$ cat config.mk
export PLATFORM = sky130hd
export DESIGN_NAME = ro_freq_meter_flat
export DESIGN_NICKNAME = d
export VERILOG_FILES = /design/src/rtl/ro_freq_meter_if.sv /design/src/rtl/ro_freq_meter.sv /design/src/flat_wrapper.sv
export SDC_FILE = /design/constraint.sdc
export NUM_CORES = 1
export LEC_CHECK = 0
export ABC_AREA = 1
export CORE_ASPECT_RATIO = 1.75
export CORE_MARGIN = 2
export CORE_UTILIZATION = 57
export CTS_CLUSTER_DIAMETER = 30
export DETAILED_ROUTE_END_ITERATION = 8
export PLACE_DENSITY = 0.79
export SLEW_MARGIN = 20
export SYNTH_ARGS = -nofsm -noshare
export SYNTH_HDL_FRONTEND = slang
export SYNTH_SLANG_ARGS = --single-unit
$ cat constraint.sdc
create_clock -name wb_clk_i -period 3.85 [get_ports wb_clk_i]
set_clock_uncertainty 0.15 [all_clocks]
set_input_delay 0.385 -clock wb_clk_i [delete_from_list [all_inputs] [get_ports wb_clk_i]]
set_output_delay 0.385 -clock wb_clk_i [all_outputs]
set_load 0.005 [all_outputs]
$ cat src/rtl/ro_freq_meter_if.sv
// Control/result bundle of the ring-oscillator frequency meter.
// master drives the measurement request, slave is the meter itself.
`timescale 1ns/1ps
interface ro_freq_meter_if #(
  parameter int SEL_W  = 4,
  parameter int CNT_W  = 24,
  parameter int GATE_W = 20
);
  logic              start;
  logic              stop;
  logic [SEL_W-1:0]  ch_sel;
  logic [GATE_W-1:0] gate_cycles;
  logic              mode;
  logic              busy;
  logic              done;
  logic [CNT_W-1:0]  count;
  logic [SEL_W-1:0]  chan_o;
  logic              overflow;

  modport master (
    output start, stop, ch_sel, gate_cycles, mode,
    input  busy, done, count, chan_o, overflow
  );

  modport slave (
    input  start, stop, ch_sel, gate_cycles, mode,
    output busy, done, count, chan_o, overflow
  );
endinterface

$ cat src/rtl/ro_freq_meter.sv
// Ring-oscillator frequency meter: picks one oscillator, synchronises it and
// counts its rising edges over a gate window, single-shot or continuous.
`timescale 1ns/1ps
module ro_freq_meter #(
  parameter int N_CH   = 16,
  parameter int SEL_W  = 4,
  parameter int CNT_W  = 24,
  parameter int GATE_W = 20
) (
  input  logic            wb_clk_i,
  input  logic            wb_rst_i,
  input  logic [N_CH-1:0] ro_in,
  ro_freq_meter_if.slave  bus,
  output logic            ro_mux_o
);

  typedef enum logic [1:0] {
    ST_IDLE   = 2'd0,
    ST_SETTLE = 2'd1,
    ST_GATE   = 2'd2,
    ST_DONE   = 2'd3
  } state_t;

  localparam logic [CNT_W-1:0] CNT_MAX = {CNT_W{1'b1}};

  state_t            state_r;
  state_t            state_s;
  logic [SEL_W-1:0]  chan_r;
  logic              mode_r;
  logic [GATE_W-1:0] gate_r;
  logic [GATE_W-1:0] tmr_r;
  logic              sync1_r;
  logic              sync2_r;
  logic              sync3_r;
  logic              sel_ro_s;
  logic              ro_mux_s;
  logic              edge_s;
  logic [CNT_W-1:0]  work_r;
  logic              work_ovf_r;
  logic              busy_r;
  logic              done_r;
  logic [CNT_W-1:0]  count_r;
  logic [SEL_W-1:0]  chan_out_r;
  logic              ovf_r;

  // Measured-channel mux; an out-of-range latched channel reads as constant 0.
  always_comb begin
    sel_ro_s = 1'b0;
    for (int i = 0; i < N_CH; i++) begin
      if (int'(chan_r) == i) sel_ro_s = ro_in[i];
      else                   sel_ro_s = sel_ro_s;
    end
  end

  // Raw pad-observation mux follows the live channel select.
  always_comb begin
    ro_mux_s = 1'b0;
    for (int i = 0; i < N_CH; i++) begin
      if (int'(bus.ch_sel) == i) ro_mux_s = ro_in[i];
      else                       ro_mux_s = ro_mux_s;
    end
  end

  assign ro_mux_o = ro_mux_s;
  assign edge_s   = sync2_r & ~sync3_r;

  // Three-flop synchroniser; the third flop only serves edge detection.
  always_ff @(posedge wb_clk_i) begin
    if (wb_rst_i) begin
      sync1_r <= 1'b0;
      sync2_r <= 1'b0;
      sync3_r <= 1'b0;
    end else begin
      sync1_r <= sel_ro_s;
      sync2_r <= sync1_r;
      sync3_r <= sync2_r;
    end
  end

  // Next-state logic; stop wins everywhere except that DONE still publishes.
  always_comb begin
    state_s = state_r;
    case (state_r)
      ST_IDLE: begin
        if (bus.start && !bus.stop) state_s = ST_SETTLE;
        else                        state_s = ST_IDLE;
      end
      ST_SETTLE: begin
        if (bus.stop)              state_s = ST_IDLE;
        else if (tmr_r == '0)      state_s = ST_GATE;
        else                       state_s = ST_SETTLE;
      end
      ST_GATE: begin
        if (bus.stop)              state_s = ST_IDLE;
        else if (tmr_r == '0)      state_s = ST_DONE;
        else                       state_s = ST_GATE;
      end
      ST_DONE: begin
        if (bus.stop || !mode_r)   state_s = ST_IDLE;
        else                       state_s = ST_GATE;
      end
      default: state_s = ST_IDLE;
    endcase
  end

  // State register and per-state datapath (config latch, timer, edge counter).
  always_ff @(posedge wb_clk_i) begin
    if (wb_rst_i) begin
      state_r    <= ST_IDLE;
      chan_r     <= '0;
      mode_r     <= 1'b0;
      gate_r     <= '0;
      tmr_r      <= '0;
      work_r     <= '0;
      work_ovf_r <= 1'b0;
    end else begin
      state_r <= state_s;
      case (state_r)
        ST_IDLE: begin
          if (bus.start && !bus.stop) begin
            chan_r     <= bus.ch_sel;
            mode_r     <= bus.mode;
            gate_r     <= (bus.gate_cycles == '0) ? GATE_W'(1'b1) : bus.gate_cycles;
            tmr_r      <= GATE_W'(2'd2);
            work_r     <= '0;
            work_ovf_r <= 1'b0;
          end
        end
        ST_SETTLE: begin
          if (tmr_r == '0) tmr_r <= gate_r - GATE_W'(1'b1);
          else             tmr_r <= tmr_r - GATE_W'(1'b1);
        end
        ST_GATE: begin
          if (tmr_r != '0) tmr_r <= tmr_r - GATE_W'(1'b1);
          if (edge_s) begin
            if (work_r == CNT_MAX) work_ovf_r <= 1'b1;
            else                   work_r     <= work_r + {{(CNT_W-1){1'b0}}, 1'b1};
          end
        end
        ST_DONE: begin
          // Continuous mode re-enters GATE directly, so reload the window here.
          tmr_r      <= gate_r - GATE_W'(1'b1);
          work_r     <= '0;
          work_ovf_r <= 1'b0;
        end
        default: tmr_r <= '0;
      endcase
    end
  end

  // Registered handshake and result outputs; busy covers the done cycle too.
  always_ff @(posedge wb_clk_i) begin
    if (wb_rst_i) begin
      busy_r     <= 1'b0;
      done_r     <= 1'b0;
      count_r    <= '0;
      chan_out_r <= '0;
      ovf_r      <= 1'b0;
    end else begin
      busy_r <= (state_s != ST_IDLE) || (state_r == ST_DONE);
      done_r <= (state_r == ST_DONE);
      if (state_r == ST_DONE) begin
        count_r    <= work_r;
        chan_out_r <= chan_r;
        ovf_r      <= work_ovf_r;
      end
    end
  end

  assign bus.busy     = busy_r;
  assign bus.done     = done_r;
  assign bus.count    = count_r;
  assign bus.chan_o   = chan_out_r;
  assign bus.overflow = ovf_r;

endmodule

$ cat src/flat_wrapper.sv
// flat-port wrapper written by rule: the top's interface ports become plain ports
module ro_freq_meter_flat 
#(
  parameter int N_CH   = 16,
  parameter int SEL_W  = 4,
  parameter int CNT_W  = 24,
  parameter int GATE_W = 20
)
  (wb_clk_i, wb_rst_i, ro_in, ro_mux_o, bus_start, bus_stop, bus_ch_sel, bus_gate_cycles, bus_mode, bus_busy, bus_done, bus_count, bus_chan_o, bus_overflow);
  ro_freq_meter_if #(.SEL_W(SEL_W), .CNT_W(CNT_W), .GATE_W(GATE_W)) bus_i ();
  input  logic wb_clk_i;
  input  logic wb_rst_i;
  input  logic [N_CH-1:0] ro_in;
  output logic ro_mux_o;
  input wire logic [$bits(bus_i.start)-1:0] bus_start;
  input wire logic [$bits(bus_i.stop)-1:0] bus_stop;
  input wire logic [$bits(bus_i.ch_sel)-1:0] bus_ch_sel;
  input wire logic [$bits(bus_i.gate_cycles)-1:0] bus_gate_cycles;
  input wire logic [$bits(bus_i.mode)-1:0] bus_mode;
  output wire logic [$bits(bus_i.busy)-1:0] bus_busy;
  output wire logic [$bits(bus_i.done)-1:0] bus_done;
  output wire logic [$bits(bus_i.count)-1:0] bus_count;
  output wire logic [$bits(bus_i.chan_o)-1:0] bus_chan_o;
  output wire logic [$bits(bus_i.overflow)-1:0] bus_overflow;
  assign bus_i.start = bus_start;
  assign bus_i.stop = bus_stop;
  assign bus_i.ch_sel = bus_ch_sel;
  assign bus_i.gate_cycles = bus_gate_cycles;
  assign bus_i.mode = bus_mode;
  assign bus_busy = bus_i.busy;
  assign bus_done = bus_i.done;
  assign bus_count = bus_i.count;
  assign bus_chan_o = bus_i.chan_o;
  assign bus_overflow = bus_i.overflow;
  ro_freq_meter #(.N_CH(N_CH), .SEL_W(SEL_W), .CNT_W(CNT_W), .GATE_W(GATE_W)) u_core (.wb_clk_i(wb_clk_i), .wb_rst_i(wb_rst_i), .ro_in(ro_in), .bus(bus_i), .ro_mux_o(ro_mux_o));
endmodule
==> results by group, run 1 <==
Floorplanning
  • Initial Utilization: 0.582
  • Die area: 11300 um2
  • Row Count: between 40 and 50
  • Top Ports: 77
  • Placeable Area: 10200 um2
  • Die height: 139 um
  • Width of the chip: between 80 and 90 um

Placed design
  • Buffers on Ports: 76
  • GPL Wtd Cong: 0.970
  • Hpwl dp: 12500 um
  • Cells after DPL: around 1100
  • Area after DPL: 6750 um2

Drt
  • Initial DRC count: 396
  • Post-Route WL: approximately 17000 um
  • Vias/cell: 5.49
  • DRC Markers: 0
  • Vias: 6259
  • ANT nets after route: 0
  • Pre-antenna DRT Iters: 5
  • DR WL/cell: 14.8 um

Final layout
  • Area growth syn-to-layout: 18.9%
  • Ant. Diodes: 0
  • Fin util: 0.692
  • Design area: 7090 um2
  • Post-Layout Cell Count: 1141
  • Fin nets: 1057
  • Most frequent cells in the layout: nand2_1, nor2_1, dfxtp_1
  • Layout cells sized above 1: 0.0503
  • Commonest non-fill, non-tap cell in the layout: nand2_1

Pwr
  • Combinational share of power: 0.221
  • Sw power: 888 uW
  • PD cells: ~400 nW/um2
  • Leakage: 0.00298 uW
  • Sequential power share: 0.415
  • Int Pwr: 1950 uW
  • Sw Share: 0.313
  • Clock power frac: 0.364
  • Peak supply drop: between 0.2 and 0.3 mV
  • Total power: 2840 uW

Global route
  • GRT met3 Usage: 0.0331
  • Largest net degree at the start of global routing: 50
  • GR Overflow Total: 0
  • Vias in the first global route: just over 6000
  • GR Util met1: 0.300
  • GRT Util Overall: 0.306
  • First-pass GRT wire length: 27100 um
  • GR peak layer: met2
  • Met2 Usage GRT: 0.578
  • Initial antenna violation count: 0

Setup path
  • Reg2Reg Depth: 8
  • Worst r2r src: u_core.state_r[1]
  • Crit-path max FO: 6
  • Flop2flop setup slack: 1.12 ns
  • CP Data Arrival Time: 2.28 ns
  • CP required: approximately 3.3 ns
  • Crit Path Class: in -> out
  • R2r endpoint: u_core.tmr_r[10]
  • Crit start category: input pin
  • CP Capture Type: output pin

Outcome
  • Outcome: finished clean

Clocking
  • Clk pin slew, worst setup/hold paths: roughly 0.070 ns
  • Clock Latency Late Sink: 0.35 ns
  • Cts bufs inserted: 9
  • Clock Tree Buf Depth: 2
  • Root Buffer Master: clkbuf_16
  • Hold_buf cts: 0
  • CTS tree: yes
  • H-tree Lvls: 3
  • Cts repair resizes: 0
  • Clk sinks: 106
  • Post-CTS Setup Bufs: 0

Logic synthesis
  • Asr flop ratio synth: 0
  • Post-Syn Area per Cell: 6.30 um2
  • Cell variety after synth: 36
  • Flops & latches, synth: 106
  • EDFF count, synth: 0
  • Ys flop type: dfxtp_1
  • Warnings from Yosys: 0
  • Synthesized area: 5960 um2
  • Cells after Synth: 946
  • Syn nets: between 900 and 1000
  • Seq/Total Area, Yosys: 0.356

Timing
  • Final setup fails: 0
  • Final Hold Viols: 0
  • Worst slew pin tran: approximately 0.9 ns
  • Pins over their slew limit: 0
  • Tcrit/Tclk final: 0.731
  • RSZ-0062 raised after global routing: false
  • Worst slew margin: 0.409
  • Setup TNS: 0 ns
  • Max Fclk: 0.355 GHz
  • Post-route minimum period: 2.81 ns

Min path
  • Hold WC Path Type: in -> reg
  • Hold path start: wb_rst_i
  • Worst hold stages: 2
  • Hold path endpoint: u_core.bus.done

Run
  • Max-Cap Viols: 0
## kinds of logic after synthesis
group                    share of synthesized area
flip-flops                                   0.356
AO/OA/AOI/OAI                                0.127
buffers and inverters                       0.0907
adder cells (fa/ha/maj)                    0.00630
AND/OR/NAND/NOR                              0.373
XOR/XNOR                                    0.0470
## how the worst max path moves through the flow
stage	slack, ns	startpoint	endpoint
finish	1.04	bus_ch_sel[0]	ro_mux_o
global route	0.85	bus_ch_sel[0]	ro_mux_o
CTS	1.05	bus_ch_sel[1]	ro_mux_o
detailed placement	1.05	bus_ch_sel[0]	ro_mux_o
global placement	1.11	bus_ch_sel[0]	ro_mux_o
floorplan	2.04	u_core.tmr_r[0]	u_core.tmr_r[11]
## power by group through the flow
| stage | combinational [uW] | sequential (uW) | clock (uW) |
|---|---|---|---|
| after detailed placement | 620 | 1200 | 0 |
| after CTS | 625 | 1180 | 1040 |
| after global placement | 615 | 1200 | 0 |
| after floorplan | 474 | 1190 | 0 |
| final | 628 | 1180 | 1030 |
| after global routing | 709 | 1180 | 1070 |
## layer usage
| metal | vias to the layer above | routed length (um) |
|---|---|---|
| li1 | 3140 | - |
| met5 | - | 0 |
| met3 | 62 | 531 |
| met1 | 2897 | 6150 |
| met2 | 160 | 9220 |
| met4 | 0 | 979 |
## worst max-delay path, cell delays in order
cell	delay, ns
clkdlybuf4s50_1	0.49
nor2_1	0.21
inv_1	0.09
o22ai_1	0.12
nor2_1	0.06
o21ai_0	0.15
nand3_1	0.10
nand2_1	0.06
nand2_1	0.04
nand3_1	0.06
clkdlybuf4s50_1	0.50
## final cells by class
| class | count | area (um2) |
|---|---|---|
| fill | 943 | 3150 |
| tap | 127 | 159 |
| clock inverter | 7 | 106 |
| inverter | 103 | 387 |
| multi-input combinational | 709 | 3300 |
| clock buffer | 9 | 225 |
| timing repair buffer | 80 | 786 |
| sequential | 106 | 2120 |
## cells in the mapped netlist (2+ instances only)
| master | number | share of area |
|---|---|---|
| buf_1 | 2 | 0.0013 |
| dfxtp_1 | 106 | 0.36 |
| nand2_2 | 7 | 0.0073 |
| nor2_1 | 168 | 0.11 |
| o211ai_1 | 2 | 0.0025 |
| o21ai_0 | 65 | 0.055 |
| clkbuf_1 | 16 | 0.010 |
| nor2_2 | 6 | 0.0063 |
| xor2_1 | 23 | 0.034 |
| inv_1 | 97 | 0.061 |
| buf_6 | 5 | 0.0094 |
| a211oi_1 | 4 | 0.0050 |
| buf_4 | 2 | 0.0025 |
| nor4_1 | 4 | 0.0042 |
| a22o_1 | 2 | 0.0029 |
| buf_2 | 3 | 0.0025 |
| nor3_4 | 3 | 0.0082 |
| nand3_1 | 46 | 0.039 |
| xnor2_1 | 9 | 0.013 |
| nand4_1 | 14 | 0.015 |
| a21oi_1 | 55 | 0.046 |
| inv_2 | 6 | 0.0038 |
| nand2_1 | 270 | 0.17 |
| nor3_1 | 12 | 0.010 |
| nor3_2 | 2 | 0.0034 |
| ha_1 | 3 | 0.0063 |
| o22ai_1 | 5 | 0.0052 |
## sequential cells by signal (all words and copies together), names as in the netlist
signal,count
u_core.sync2_r,1
u_core.bus.overflow,1
u_core.work_ovf_r,1
u_core.work_r,24
u_core.sync1_r,1
u_core.mode_r,1
u_core.gate_r,20
u_core.tmr_r,20
u_core.bus.count,24
u_core.state_r,2
u_core.chan_r,4
u_core.bus.chan_o,4
u_core.bus.busy,1
u_core.bus.done,1
u_core.sync3_r,1
## per-stage QoR
stage,worst slack (ns),hold WS (ns)
global placement,1.11,0.260
detailed placement,1.05,0.266
finish,1.04,0.185
floorplan,2.04,0.238
global route,0.845,0.195
CTS,1.05,0.169
Note: power is estimated with default switching activity, not from simulation.
==> run 2: changes to the inputs <==
--- a/config.mk
+++ b/config.mk
@@ -8,10 +8,10 @@
 export ABC_AREA = 1
 export CORE_ASPECT_RATIO = 1.75
 export CORE_MARGIN = 2
-export CORE_UTILIZATION = 57
+export CORE_UTILIZATION = 51
 export CTS_CLUSTER_DIAMETER = 30
 export DETAILED_ROUTE_END_ITERATION = 8
-export PLACE_DENSITY = 0.79
+export PLACE_DENSITY = 0.74
 export SLEW_MARGIN = 20
 export SYNTH_ARGS = -nofsm -noshare
 export SYNTH_HDL_FRONTEND = slang
==> constraint.sdc (replaced) <==
create_clock -name wb_clk_i -period 2.4 [get_ports wb_clk_i]
set_clock_uncertainty 0.15 [all_clocks]
set_input_delay 0.24 -clock wb_clk_i [delete_from_list [all_inputs] [get_ports wb_clk_i]]
set_output_delay 0.24 -clock wb_clk_i [all_outputs]
set_load 0.005 [all_outputs]
==> run 2 against run 1 <==
Net effect:
- the run now ends with design-rule violations left
- critical path depth shrank 1
- non-clock buffer count grew 17
- final area grew 1.4%
- clock-buffer cell count grew 2
- critical path type unchanged
- critical endpoint unchanged
- largest cell class unchanged
==> results by group, run 2 (same netlist as run 1, synthesis figures left out) <==
Final layout
  • Area growth syn-to-layout: 20.5% (was 18.9%)
  • Commonest non-fill, non-tap cell in the layout: nand2_1 (unchanged)
  • Design area: 7180 um2 (was 7090 um2)
  • Most frequent cells in the layout: nand2_1, nor2_1, dfxtp_1 (unchanged)
  • Layout cells sized above 1: 0.0708 (was 0.0503)
  • Fin nets: 1074 (was 1057)
  • Ant. Diodes: 0 (unchanged)

Setup path
  • Crit-path max FO: 2 (was 6)
  • Slowest Stage Delay on Critical Path: 0.50 ns (about the same)
  • Crit start category: input pin (unchanged)
  • Worst r2r src: u_core.tmr_r[0] (was u_core.state_r[1])
  • Reg2Reg Depth: 11 (was 8)
  • CP Data Arrival Time: 1.89 ns (was 2.28 ns)
  • Crit Path Class: in -> out (unchanged)
  • CP max-delay cell: clkdlybuf4s50_1 (unchanged)
  • Flop2flop setup slack: 0.18 ns (was 1.12 ns)
  • CP required: 2.01 ns (was 3.31 ns)
  • R2r endpoint: u_core.tmr_r[6] (was u_core.tmr_r[10])
  • Crit-path cells: clkdlybuf4s50_1 -> inv_1 -> o22ai_1 -> nor2_1 -> o21ai_1 -> nand3_1 -> nand2_1 -> nand2_1 -> nand3_1 -> clkdlybuf4s50_1 (was clkdlybuf4s50_1 -> nor2_1 -> inv_1 -> o22ai_1 -> nor2_1 -> o21ai_0 -> nand3_1 -> nand2_1 -> nand2_1 -> nand3_1 -> clkdlybuf4s50_1)
  • CP Capture Type: output pin (unchanged)
  • Crit. Startpoint: ro_in[9] (was bus_ch_sel[0])

Clocking
  • Clock Tree Buf Depth: 2 (unchanged)
  • Cts bufs inserted: 9 (unchanged)
  • Hold_buf cts: 0 (unchanged)
  • Root Buffer Master: clkbuf_16 (unchanged)
  • Post-CTS Setup Bufs: 0 (unchanged)
  • Clk sinks: 106 (unchanged)
  • Clk pin slew, worst setup/hold paths: 0.08 ns (was 0.07 ns)
  • H-tree Lvls: 3 (unchanged)
  • CTS tree: yes (unchanged)
  • Clock Latency Late Sink: 0.35 ns (about the same)

Timing
  • Worst slew pin tran: 0.661 ns (was 0.884 ns)
  • Pins over their slew limit: 0 (unchanged)
  • Final setup fails: 0 (unchanged)
  • Final Hold Viols: 0 (unchanged)
  • Tcrit/Tclk final: 0.949
  • Max Fclk: 0.439 GHz
  • Worst slew margin: 0.559 (was 0.409)
  • Post-route minimum period: 2.28 ns

Global route
  • First-pass GRT wire length: 28100 um (was 27100 um)
  • Largest net degree at the start of global routing: 31 (was 50)
  • GR peak layer: met2 (unchanged)
  • GR Util met1: 0.275 (was 0.300)
  • Vias in the first global route: 6036 (was 6084)
  • Met2 Usage GRT: 0.530 (was 0.578)
  • Initial antenna violation count: 0 (unchanged)
  • GRT met3 Usage: 0.0292 (was 0.0331)
  • GRT Util Overall: 0.280 (was 0.306)
  • GR Overflow Total: 0 (unchanged)

Min path
  • Hold path start: wb_rst_i (unchanged)
  • Hold path endpoint: u_core.bus.done (unchanged)
  • Worst hold stages: 2 (unchanged)
  • Hold WC Path Type: in -> reg (unchanged)

Drt
  • DRC Markers: 6 (was 0)
  • Pre-antenna DRT Iters: 8 (was 5)
  • Post-Route WL: 17400 um (was 16900 um)
  • Initial DRC count: 343 (was 396)
  • Vias/cell: 5.38 (was 5.49)
  • DR WL/cell: 14.9 um (was 14.8 um)
  • Vias: 6268 (was 6259)
  • ANT nets after route: 0 (unchanged)

Placed design
  • Buffers on Ports: 76 (unchanged)
  • Area after DPL: 6890 um2 (was 6750 um2)
  • Hpwl dp: 13500 um (was 12500 um)
  • GPL Wtd Cong: 0.960 (was 0.970)

Floorplanning
  • Die height: 147 um (was 139 um)
  • Width of the chip: 85.7 um (was 81.3 um)
  • Die area: 12600 um2 (was 11300 um2)
  • Initial Utilization: 0.518 (was 0.582)
  • Row Count: 52 (was 49)
  • Top Ports: 77 (unchanged)
  • Placeable Area: 11500 um2 (was 10200 um2)

Outcome
  • Failing checks: design-rule violations
  • Outcome: finished with violations (was finished clean)

Pwr
  • Total power: 4390 uW (was 2840 uW)
  • Peak supply drop: 0.399 mV (was 0.257 mV)
  • PD cells: 611 nW/um2 (was 400 nW/um2)
  • Leakage: 0.00304 uW (was 0.00298 uW)

Run
  • Max-Cap Viols: 0 (unchanged)
==> run 2: timing repair <==
| item | in CTS | in global routing |
|---|---|---|
| cloned | 0 | 0 |
| pin swaps | 0 | 1 |
| setup endpoints to repair | 1 | 2 |
| gates resized for setup | 3 | 7 |
==> run 2: metal layers <==
metal  up-vias  share of wire  routed length [um]
li1       3171              -                   -
met1      2801           0.33                5820
met2       215           0.56                9650
met3        81          0.037                 647
met4         0          0.072                1260
met5         -              0                   0
==> run 2: power by group <==
part	internal, uW	switching [uW]	leakage (uW)
Combinational	394	660	0.00204
Sequential	1820	70.1	0.000860
Clock	751	693	0.000142
==> run 2: final cells by class <==
cell class | count | area (um2)
inverter | 103 | 387
multi-input combinational | 709 | 3310
fill | 1090 | 4330
sequential | 106 | 2120
clock inverter | 5 | 46.3
tap | 135 | 169
timing repair buffer | 97 | 907
clock buffer | 11 | 243
==> run 2: stage by stage <==
stage,util,TNS (ns),std cells,setup WS [ns],hold WS [ns]
2_1_floorplan,-,0,946,0.591,0.180
3_3_place_gp,0.598,-0.0481,1150,-0.0481,0.251
3_5_place_dp,0.598,-0.123,1150,-0.123,0.252
4_1_cts,0.624,0,1166,0.0896,0.108
5_1_grt,0.624,-0.0750,1166,-0.0277,0.129
6_report,0.624,0,1166,0.122,0.107
==> run 2: worst max-delay path: cells and delay by family <==
family,cells,cell delay (ns)
AND/OR/NAND/NOR,5,0.35
AO/OA/AOI/OAI,2,0.31
buffers and inverters,3,1.01
==> run 2: worst max path at each step <==
| stage | end | slack, ns |
|---|---|---|
| floorplan | u_core.tmr_r[11] | 0.59 |
| global placement | ro_mux_o | -0.05 |
| detailed placement | ro_mux_o | -0.12 |
| CTS | ro_mux_o | 0.09 |
| global route | u_core.tmr_r[8] | -0.03 |
| finish | ro_mux_o | 0.12 |
